## src/rtl/lc3b_pkg.sv

```systemverilog
// Shared types and helpers for the LC-3b memory controller.
package lc3b_pkg;

  typedef enum logic [1:0] {
    IDLE  = 2'd0,
    WAIT  = 2'd1,
    READY = 2'd2
  } state_e;

  localparam int MEM_CYCLES_DEFAULT = 5;

  // Byte writes replicate the low byte so either SRAM lane can take it.
  function automatic logic [15:0] fmt_wdata(input logic word, input logic [15:0] mdr);
    if (word) begin
      return mdr;
    end else begin
      return {mdr[7:0], mdr[7:0]};
    end
  endfunction

  function automatic logic [1:0] lane_we(input logic word, input logic a0);
    if (word) begin
      return 2'b11;
    end else if (a0) begin
      return 2'b10;
    end else begin
      return 2'b01;
    end
  endfunction

endpackage

```

## src/rtl/lc3b_wait_counter.sv

```systemverilog
// 4-bit load/decrement counter timing the SRAM access window.
module lc3b_wait_counter (
  input  logic       clk,
  input  logic       rst,
  input  logic       load,
  input  logic       dec,
  input  logic [3:0] load_val,
  output logic [3:0] count_q,
  output logic [3:0] count_d
);

  // Next count: load wins over decrement.
  always_comb begin
    count_d = count_q;
    if (load) begin
      count_d = load_val;
    end else if (dec) begin
      count_d = count_q - 4'd1;
    end else begin
      count_d = count_q;
    end
  end

  // Counter register.
  always_ff @(posedge clk or negedge rst) begin
    if (!rst) begin
      count_q <= 4'd0;
    end else begin
      count_q <= count_d;
    end
  end

endmodule

```

## src/rtl/lc3b_memory_ctrl.sv

```systemverilog
// LC-3b memory controller: captures a request, waits MEM_CYCLES, then
// pulses R; drives a single-cycle SRAM strobe just before READY.
module lc3b_memory_ctrl
  import lc3b_pkg::*;
#(
  parameter int MEM_CYCLES = MEM_CYCLES_DEFAULT
) (
  input  logic        clk,
  input  logic        rst,
  input  logic        MIO_EN,
  input  logic        R_W,
  input  logic        DATA_SIZE,
  input  logic [15:0] MAR,
  input  logic [15:0] MDR,
  output logic        R,
  output logic [15:0] MEM_DATA,
  output logic        UNALIGNED,
  output logic        mem_en,
  output logic [1:0]  mem_we,
  output logic [14:0] mem_addr,
  output logic [15:0] mem_wdata,
  input  logic [15:0] mem_rdata
);

  localparam logic [3:0] LOAD_VAL = 4'(MEM_CYCLES - 1);

  state_e      state_q, state_d;
  logic        rw_q, rw_d, size_q, size_d;
  logic [15:0] mar_q, mar_d, wdata_q, wdata_d, mem_data_q, mem_data_d;
  logic        r_q, r_d, unaligned_q, unaligned_d, mem_en_q, mem_en_d;
  logic [1:0]  mem_we_q, mem_we_d;
  logic        load_s, dec_s, misalign_s, strobe_s;
  logic [3:0]  count_q, count_d;

  lc3b_wait_counter u_cnt (
    .clk      (clk),
    .rst      (rst),
    .load     (load_s),
    .dec      (dec_s),
    .load_val (LOAD_VAL),
    .count_q  (count_q),
    .count_d  (count_d)
  );

  // State transitions, request capture and read-data latch.
  always_comb begin
    state_d    = state_q;
    rw_d       = rw_q;
    size_d     = size_q;
    mar_d      = mar_q;
    wdata_d    = wdata_q;
    mem_data_d = mem_data_q;
    load_s     = 1'b0;
    dec_s      = 1'b0;
    case (state_q)
      IDLE: begin
        if (MIO_EN) begin
          state_d = WAIT;
          rw_d    = R_W;
          size_d  = DATA_SIZE;
          mar_d   = MAR;
          wdata_d = fmt_wdata(DATA_SIZE, MDR);
          load_s  = 1'b1;
        end else begin
          state_d = IDLE;
        end
      end
      WAIT: begin
        dec_s = 1'b1;
        if (count_q == 4'd1) begin
          state_d = READY;
          if (!rw_q && !(size_q && mar_q[0])) begin
            mem_data_d = mem_rdata;
          end else begin
            mem_data_d = mem_data_q;
          end
        end else begin
          state_d = WAIT;
        end
      end
      READY:   state_d = IDLE;
      default: state_d = IDLE;
    endcase
  end

  // Outputs are derived from next state so they come straight off flops.
  always_comb begin
    misalign_s = size_d & mar_d[0];
    strobe_s   = (state_d == WAIT) && (count_d == 4'd1) && !misalign_s;
    mem_en_d   = strobe_s;
    if (strobe_s && rw_d) begin
      mem_we_d = lane_we(size_d, mar_d[0]);
    end else begin
      mem_we_d = 2'b00;
    end
    r_d         = (state_d == READY);
    unaligned_d = r_d && misalign_s;
  end

  // FSM state and registered outputs.
  always_ff @(posedge clk or negedge rst) begin
    if (!rst) begin
      state_q     <= IDLE;
      rw_q        <= 1'b0;
      size_q      <= 1'b0;
      mar_q       <= 16'h0000;
      wdata_q     <= 16'h0000;
      mem_data_q  <= 16'h0000;
      r_q         <= 1'b0;
      unaligned_q <= 1'b0;
      mem_en_q    <= 1'b0;
      mem_we_q    <= 2'b00;
    end else begin
      state_q     <= state_d;
      rw_q        <= rw_d;
      size_q      <= size_d;
      mar_q       <= mar_d;
      wdata_q     <= wdata_d;
      mem_data_q  <= mem_data_d;
      r_q         <= r_d;
      unaligned_q <= unaligned_d;
      mem_en_q    <= mem_en_d;
      mem_we_q    <= mem_we_d;
    end
  end

  assign R         = r_q;
  assign UNALIGNED = unaligned_q;
  assign MEM_DATA  = mem_data_q;
  assign mem_en    = mem_en_q;
  assign mem_we    = mem_we_q;
  assign mem_addr  = mar_q[15:1];
  assign mem_wdata = wdata_q;

endmodule

```

## config.mk

```make
export PLATFORM = sky130hd
export DESIGN_NAME = lc3b_memory_ctrl
export DESIGN_NICKNAME = d
export VERILOG_FILES = /design/src/rtl/lc3b_pkg.sv /design/src/rtl/lc3b_wait_counter.sv /design/src/rtl/lc3b_memory_ctrl.sv
export SDC_FILE = /design/constraint.sdc
export NUM_CORES = 1
export LEC_CHECK = 0
export ABC_AREA = 1
export ABC_CLOCK_PERIOD_IN_PS = 2300
export CORE_MARGIN = 3
export CORE_UTILIZATION = 45
export DETAILED_ROUTE_END_ITERATION = 12
export GPL_ROUTABILITY_DRIVEN = 0
export HOLD_SLACK_MARGIN = 0.06
export PLACE_DENSITY = 0.87
export SLEW_MARGIN = 20
export SYNTH_ARGS = -nofsm -noshare
export SYNTH_HDL_FRONTEND = slang
export SYNTH_SLANG_ARGS = --single-unit
export TNS_END_PERCENT = 20
```

## constraint.sdc

```tcl
create_clock -name clk -period 2.3 [get_ports clk]
set_clock_uncertainty 0.05 [all_clocks]
set_input_delay 0.69 -clock clk [delete_from_list [all_inputs] [get_ports clk]]
set_output_delay 0.69 -clock clk [all_outputs]
set_load 0.03 [all_outputs]
```

== Word level (Yosys, flattened, before mapping) ==
Cells that the tools add are included.

* Muxes and demuxes: 18
* Bitwise logic cells: 1
* Equal/unequal tests: 5
* $add $sub $neg: 1
* Reduce and logical (&&, ||, !) cells: 12

{| class="wikitable"
|+ Operators with widths
! operator !! number
|-
| two-way mux 16 bit || 1
|-
| two-way mux 1 bit || 10
|-
| == test 4 x 1 -> 1 bit, second input constant || 2
|-
| two-way mux 2 bit || 4
|-
| two-way mux 4 bit || 2
|-
| logical AND 1 bit || 6
|-
| == test 2 x 1 -> 1 bit, second input constant || 2
|-
| case mux 2 bit (2 select lines) || 1
|-
| subtractor 4 x 1 -> 4 bit, second input constant || 1
|-
| zero test 1 bit || 3
|-
| AND reduction 3 bit || 1
|-
| == test 2 bit, second input constant || 1
|-
| zero test 2 bit || 1
|-
| AND reduction 2 bit || 1
|-
| AND 1 bit || 1
|}

* Output and inout port bits: 52
* Register bits after elaboration: 61
* Input port bits: 53
* Word-level logic and storage cells: 49

== Logic depth before layout (Yosys ltp) ==
* Depth in word-level cells: 9
* Depth in mapped cells: 10
* Depth with buffers taken out: 10

== Cells and area by module ==
From an unflattened synthesis, not the netlist that was laid out.

* Cell total of the unflattened synthesis: 310
* Area total of the unflattened synthesis: 2676.3 um2

{| class="wikitable"
|+ Modules (own cells, without submodules)
! module !! area an instance (um2) !! times used !! cells an instance
|-
| lc3b_memory_ctrl || 2449.8 || 1 || 280
|-
| lc3b_wait_counter || 226.5 || 1 || 30
|}

== Worst setup path before layout ==
No wires, ideal clock.

* Path type: input-to-reg
* Start point: input DATA_SIZE
* End point: register mem_we_q[0], in the netlist mem_we[0]
* Data required time: 2.131 ns
* Path buffers: 1
* Arrival: 1.453 ns
* Slack: 0.678 ns
* Setup time: 0.119 ns
* Stages on the path: 8
* Cell sequence: buf_2 -> nand3_1 -> nand2_1 -> nand2_1 -> nand2_1 -> nor2_1 -> nand3_1 -> nor2_1

* Word-level cells in the longest chain between the ends: 7
* Elaborated cells between the ends (all ways): 8

{| class="wikitable"
|+ Ends and longest elaborated chain
! what !! line !! RTL
|-
| start, declared || lc3b_memory_ctrl.sv:12 || <nowiki>input logic DATA_SIZE,</nowiki>
|-
| two-way mux 1 bit * || lc3b_memory_ctrl.sv:57 || <nowiki>if (MIO_EN) begin</nowiki>
|-
| two-way mux 1 bit * || lc3b_memory_ctrl.sv:55 || <nowiki>case (state_q)</nowiki>
|-
| via size_d || lc3b_memory_ctrl.sv:28 || <nowiki>logic rw_q, rw_d, size_q, size_d;</nowiki>
|-
| AND 1 bit || lc3b_memory_ctrl.sv:88 || <nowiki>misalign_s = size_d & mar_d[0];</nowiki>
|-
| zero test 1 bit || lc3b_memory_ctrl.sv:89 || <nowiki>strobe_s = (state_d == WAIT) && (count_d == 4'd1) && !misalign_s;</nowiki>
|-
| logical AND 1 bit || lc3b_memory_ctrl.sv:89 ||
|-
| logical AND 1 bit || lc3b_memory_ctrl.sv:91 || <nowiki>if (strobe_s && rw_d) begin</nowiki>
|-
| two-way mux 2 bit * || lc3b_memory_ctrl.sv:91 ||
|-
| via mem_we_d[0] || lc3b_memory_ctrl.sv:31 || <nowiki>logic [1:0] mem_we_q, mem_we_d;</nowiki>
|-
| end signal, assigned || lc3b_memory_ctrl.sv:123 || <nowiki>mem_we_q <= mem_we_d;</nowiki>
|-
| end, declared || lc3b_memory_ctrl.sv:31 ||
|}

The timed path passes the listed nets; every way through them passes the cells marked *.
A chain may end at the register's enable or synchronous reset.

== Final worst setup path ==
* Start point: register mem_data_q[5], in the netlist MEM_DATA[5]
* End point: output MEM_DATA[5]

{| class="wikitable"
|+ RTL lines
! what !! line !! RTL
|-
| start, declared || lc3b_memory_ctrl.sv:29 || <nowiki>logic [15:0] mar_q, mar_d, wdata_q, wdata_d, mem_data_q, mem_data_d;</nowiki>
|-
| start signal, assigned || lc3b_memory_ctrl.sv:119 || <nowiki>mem_data_q <= mem_data_d;</nowiki>
|-
| end, declared || lc3b_memory_ctrl.sv:16 || <nowiki>output logic [15:0] MEM_DATA,</nowiki>
|}

No word-level cell between the ends.

==> flow_summary.json <==
{
  "status": "completed",
  "cts_tree": "built",
  "clk_latency_ns": 0.32,
  "switching_power_mw": 2.33,
  "setup.worst_path.class": "flop to output pin",
  "cp_top_family": "buffers and inverters",
  "holdWs_ns": 0.324,
  "clkPwrFrac_pct": 15.3,
  "die_w_um": 82.1,
  "clk_path_buf_depth": 2,
  "power_density_nw_per_um2": 1480,
  "ys_warn_count": 0,
  "p_sw_share_pct": 41.4,
  "drt.antenna.violating_nets": 0,
  "worst_slew_pin_slew_ns": 0.338,
  "core_area_um2": 5540,
  "ys_types": 22,
  "cp_cell_sequence": "clkdlybuf4s50_1",
  "synth-compound-area-share_pct": 3.46,
  "rrSetupSlack_ns": 0.72,
  "clock.fmax_mhz": 474,
  "grt_busiest_layer": "met2",
  "cpMaxStageDelayCell": "clkdlybuf4s50_1",
  "final_area_um2": 3800,
  "r2r_start": "state_q[0]",
  "worstReg2RegEnd": "mem_we[0]",
  "synthAdderAreaFrac_pct": 0.962,
  "maxSlewViolCount": 0,
  "p_leak_nw": 1.83,
  "dr.pass1.iters": 4,
  "slew_headroom_pct": 77.4,
  "netlist_instances": 261,
  "dp_cells": 420,
  "synth_simple_gate_area_share_pct": 20.5,
  "path_max_fanout": 2,
  "hold_viol": 0,
  "finalWirelength_um": 6170,
  "grt_util_met2_pct": 30.9,
  "clkSinkCount": 61,
  "fin_crit_ns": 2.11,
  "setup_tns_ns": 0,
  "hp-class": "input pin to async pin",
  "cts_buffers": 9,
  "diodes": 0,
  "ys_seq_area_share_pct": 58.7,
  "synth-xor-area-share_pct": 0,
  "setup_viol": 0,
  "seqPwrFrac_pct": 32.9,
  "drive_gt1_share_pct": 12.4,
  "slowest_delay_ns": 0.68,
  "post_dp_cell_area_um2": 3620,
  "io_pins": 105,
  "h-tree-depth": 3,
  "synthToLayoutAreaGrowth_pct": 46.0,
  "required_ns": 1.56,
  "reg2reg_depth": 9,
  "p_comb_share_pct": 51.7,
  "ys_seq_elements": 61,
  "ff_latch_area_um2": 1530,
  "final_core_util_pct": 68.6,
  "final_cells": 435,
  "n_fill_cell": 423,
  "vdd_drop_max_uv": 694,
  "crit_arrival_ns": 1.37,
  "hpwlAfterDp_um": 4650,
  "cts_hold_buffers": 0,
  "post_drt_wl_per_cell_um": 14.2,
  "gr-total-overflow": 0,
  "start_kind": "flop",
  "internal_power_mw": 3.30,
  "multiInputGateArea_um2": 867,
  "grt_use_met3_pct": 4.17,
  "period_share_pct": 91.7,
  "met1_usage_pct": 24.9,
  "synthMuxAreaShare_pct": 8.37,
  "clkSlewWorstSetupHoldPaths_ns": 0.06,
  "power.total_mw": 5.62,
  "start_util_pct": 47.0,
  "grt_max_degree": 62,
  "vias": 2079,
  "grt_pass1_vias": 2036,
  "crit_buf_inv": 1,
  "drt_iter0_drc": 85,
  "grtUsageTotal_pct": 19.2,
  "crit_path_end_kind": "output pin",
  "synth_area_um2": 2600,
  "drc_errors": 0,
  "post-place-ws_ns": 0.118,
  "maxCapViolCount": 0,
  "ctsResizeCount": 0,
  "port_buffers": 104,
  "rsz0062_at_grt": "false",
  "dieArea_um2": 6730,
  "avgSynthCellArea_um2": 9.97,
  "nets": 414,
  "grt_pass1_wl_um": 9600,
  "synth_fp_nets": 316,
  "clockRootBuffer": "clkbuf_8",
  "vias_per_cell": 4.78,
  "post_cts_buffers": 0,
  "dieHeight_um": 82.1,
  "antenna_found_initial": 0,
  "rows": 27,
  "synth_top_family_by_area": "simple AND/OR/NAND/NOR gates",
  "setup_ws_ns": 0.191
}
[registers in the layout, indices dropped and copies added, names as in the netlist]
register       flops
MEM_DATA          16
mar_q             16
mem_wdata         16
u_cnt.count_q      4
mem_we             2
state_q            2
R                  1
UNALIGNED          1
mem_en             1
rw_q               1
size_q             1
[power by group through the flow]
stage	Clock (mW)	Combinational (mW)	Sequential, mW
finish	0.862	2.91	1.85
global route	0.934	3.12	1.91
CTS	0.888	2.94	1.85
detailed placement	0	2.93	1.87
global placement	0	2.86	1.83
floorplan	0	1.33	2.41
[kinds of logic (layout without fill, tap and decap cells)]
| family | after synthesis | count (layout) |
|---|---|---|
| and+or+nand+nor | 131 | 131 |
| DFF | 61 | 61 |
| buffers and inverters | 33 | 135 |
| AOI/OAI and AO/OA | 18 | 18 |
| muxes | 16 | 16 |
| adders and majority gates | 2 | 2 |
[cells in the mapped netlist]
cell type / instances / share of area, %
nand2_1: 95 / 14
dfrtp_1: 61 / 59
nor2_1: 17 / 2.5
buf_4: 15 / 4.3
a21oi_1: 10 / 1.9
mux2_4: 10 / 5.8
nand3_1: 10 / 1.9
inv_1: 8 / 1.2
o21ai_0: 8 / 1.5
mux2_2: 6 / 2.6
buf_2: 4 / 0.77
clkbuf_1: 3 / 0.43
nand2_2: 3 / 0.72
ha_1: 2 / 0.96
nor3_1: 2 / 0.38
buf_12: 1 / 0.77
buf_6: 1 / 0.43
inv_2: 1 / 0.14
nand2_4: 1 / 0.43
nand4_1: 1 / 0.24
nor2_2: 1 / 0.24
nor2_4: 1 / 0.43
[routing by layer]
| layer | part of all wire (%) | wire (µm) | vias up |
|---|---|---|---|
| li1 | - | - | 1009 |
| met1 | 41 | 2510 | 986 |
| met2 | 51 | 3150 | 73 |
| met3 | 6.8 | 417 | 11 |
| met4 | 1.4 | 89 | 0 |
| met5 | 0 | 0 | - |
[layout by cell type, fill, tap and decap left out]
| cell type | n |
|---|---|
| clkdlybuf4s50_1 | 103 |
| nand2_1 | 95 |
| dfrtp_1 | 61 |
| nor2_1 | 17 |
| nand3_1 | 10 |
| a21oi_1 | 10 |
| mux2_4 | 10 |
| clkbuf_8 | 9 |
| inv_1 | 8 |
| o21ai_0 | 8 |
| mux2_2 | 6 |
| buf_4 | 6 |
| nand2_2 | 3 |
| clkinv_2 | 3 |
| nor3_1 | 2 |
| ha_1 | 2 |
| nor2_4 | 1 |
| nor2_2 | 1 |
| nand4_1 | 1 |
| inv_2 | 1 |
| nand2_4 | 1 |
| clkbuf_1 | 1 |
| bufinv_16 | 1 |
| clkinvlp_4 | 1 |
| buf_2 | 1 |
| buf_12 | 1 |
[cell type report]
cell class,count,share of cell area (%)
flip-flops and latches,61,40.2
repair buffers,111,29.0
multi-input cells,167,22.8
clock buffers,10,3.36
well taps,72,2.37
clock inverters,5,1.38
inverters,9,0.889
[worst max path at each step]
| stage | startpoint | endpoint | slack, ns | cells after the start |
|---|---|---|---|---|
| floorplan | DATA_SIZE | mem_we[0] | 0.68 | 8 |
| global placement | MIO_EN | mem_we[1] | 0.23 | 9 |
| detailed placement | MIO_EN | mem_we[0] | 0.12 | 9 |
| CTS | MEM_DATA[14] | MEM_DATA[14] | 0.16 | 1 |
| global route | MEM_DATA[5] | MEM_DATA[5] | 0.14 | 1 |
| finish | MEM_DATA[5] | MEM_DATA[5] | 0.19 | 1 |
(Power assumes the default switching activity.)
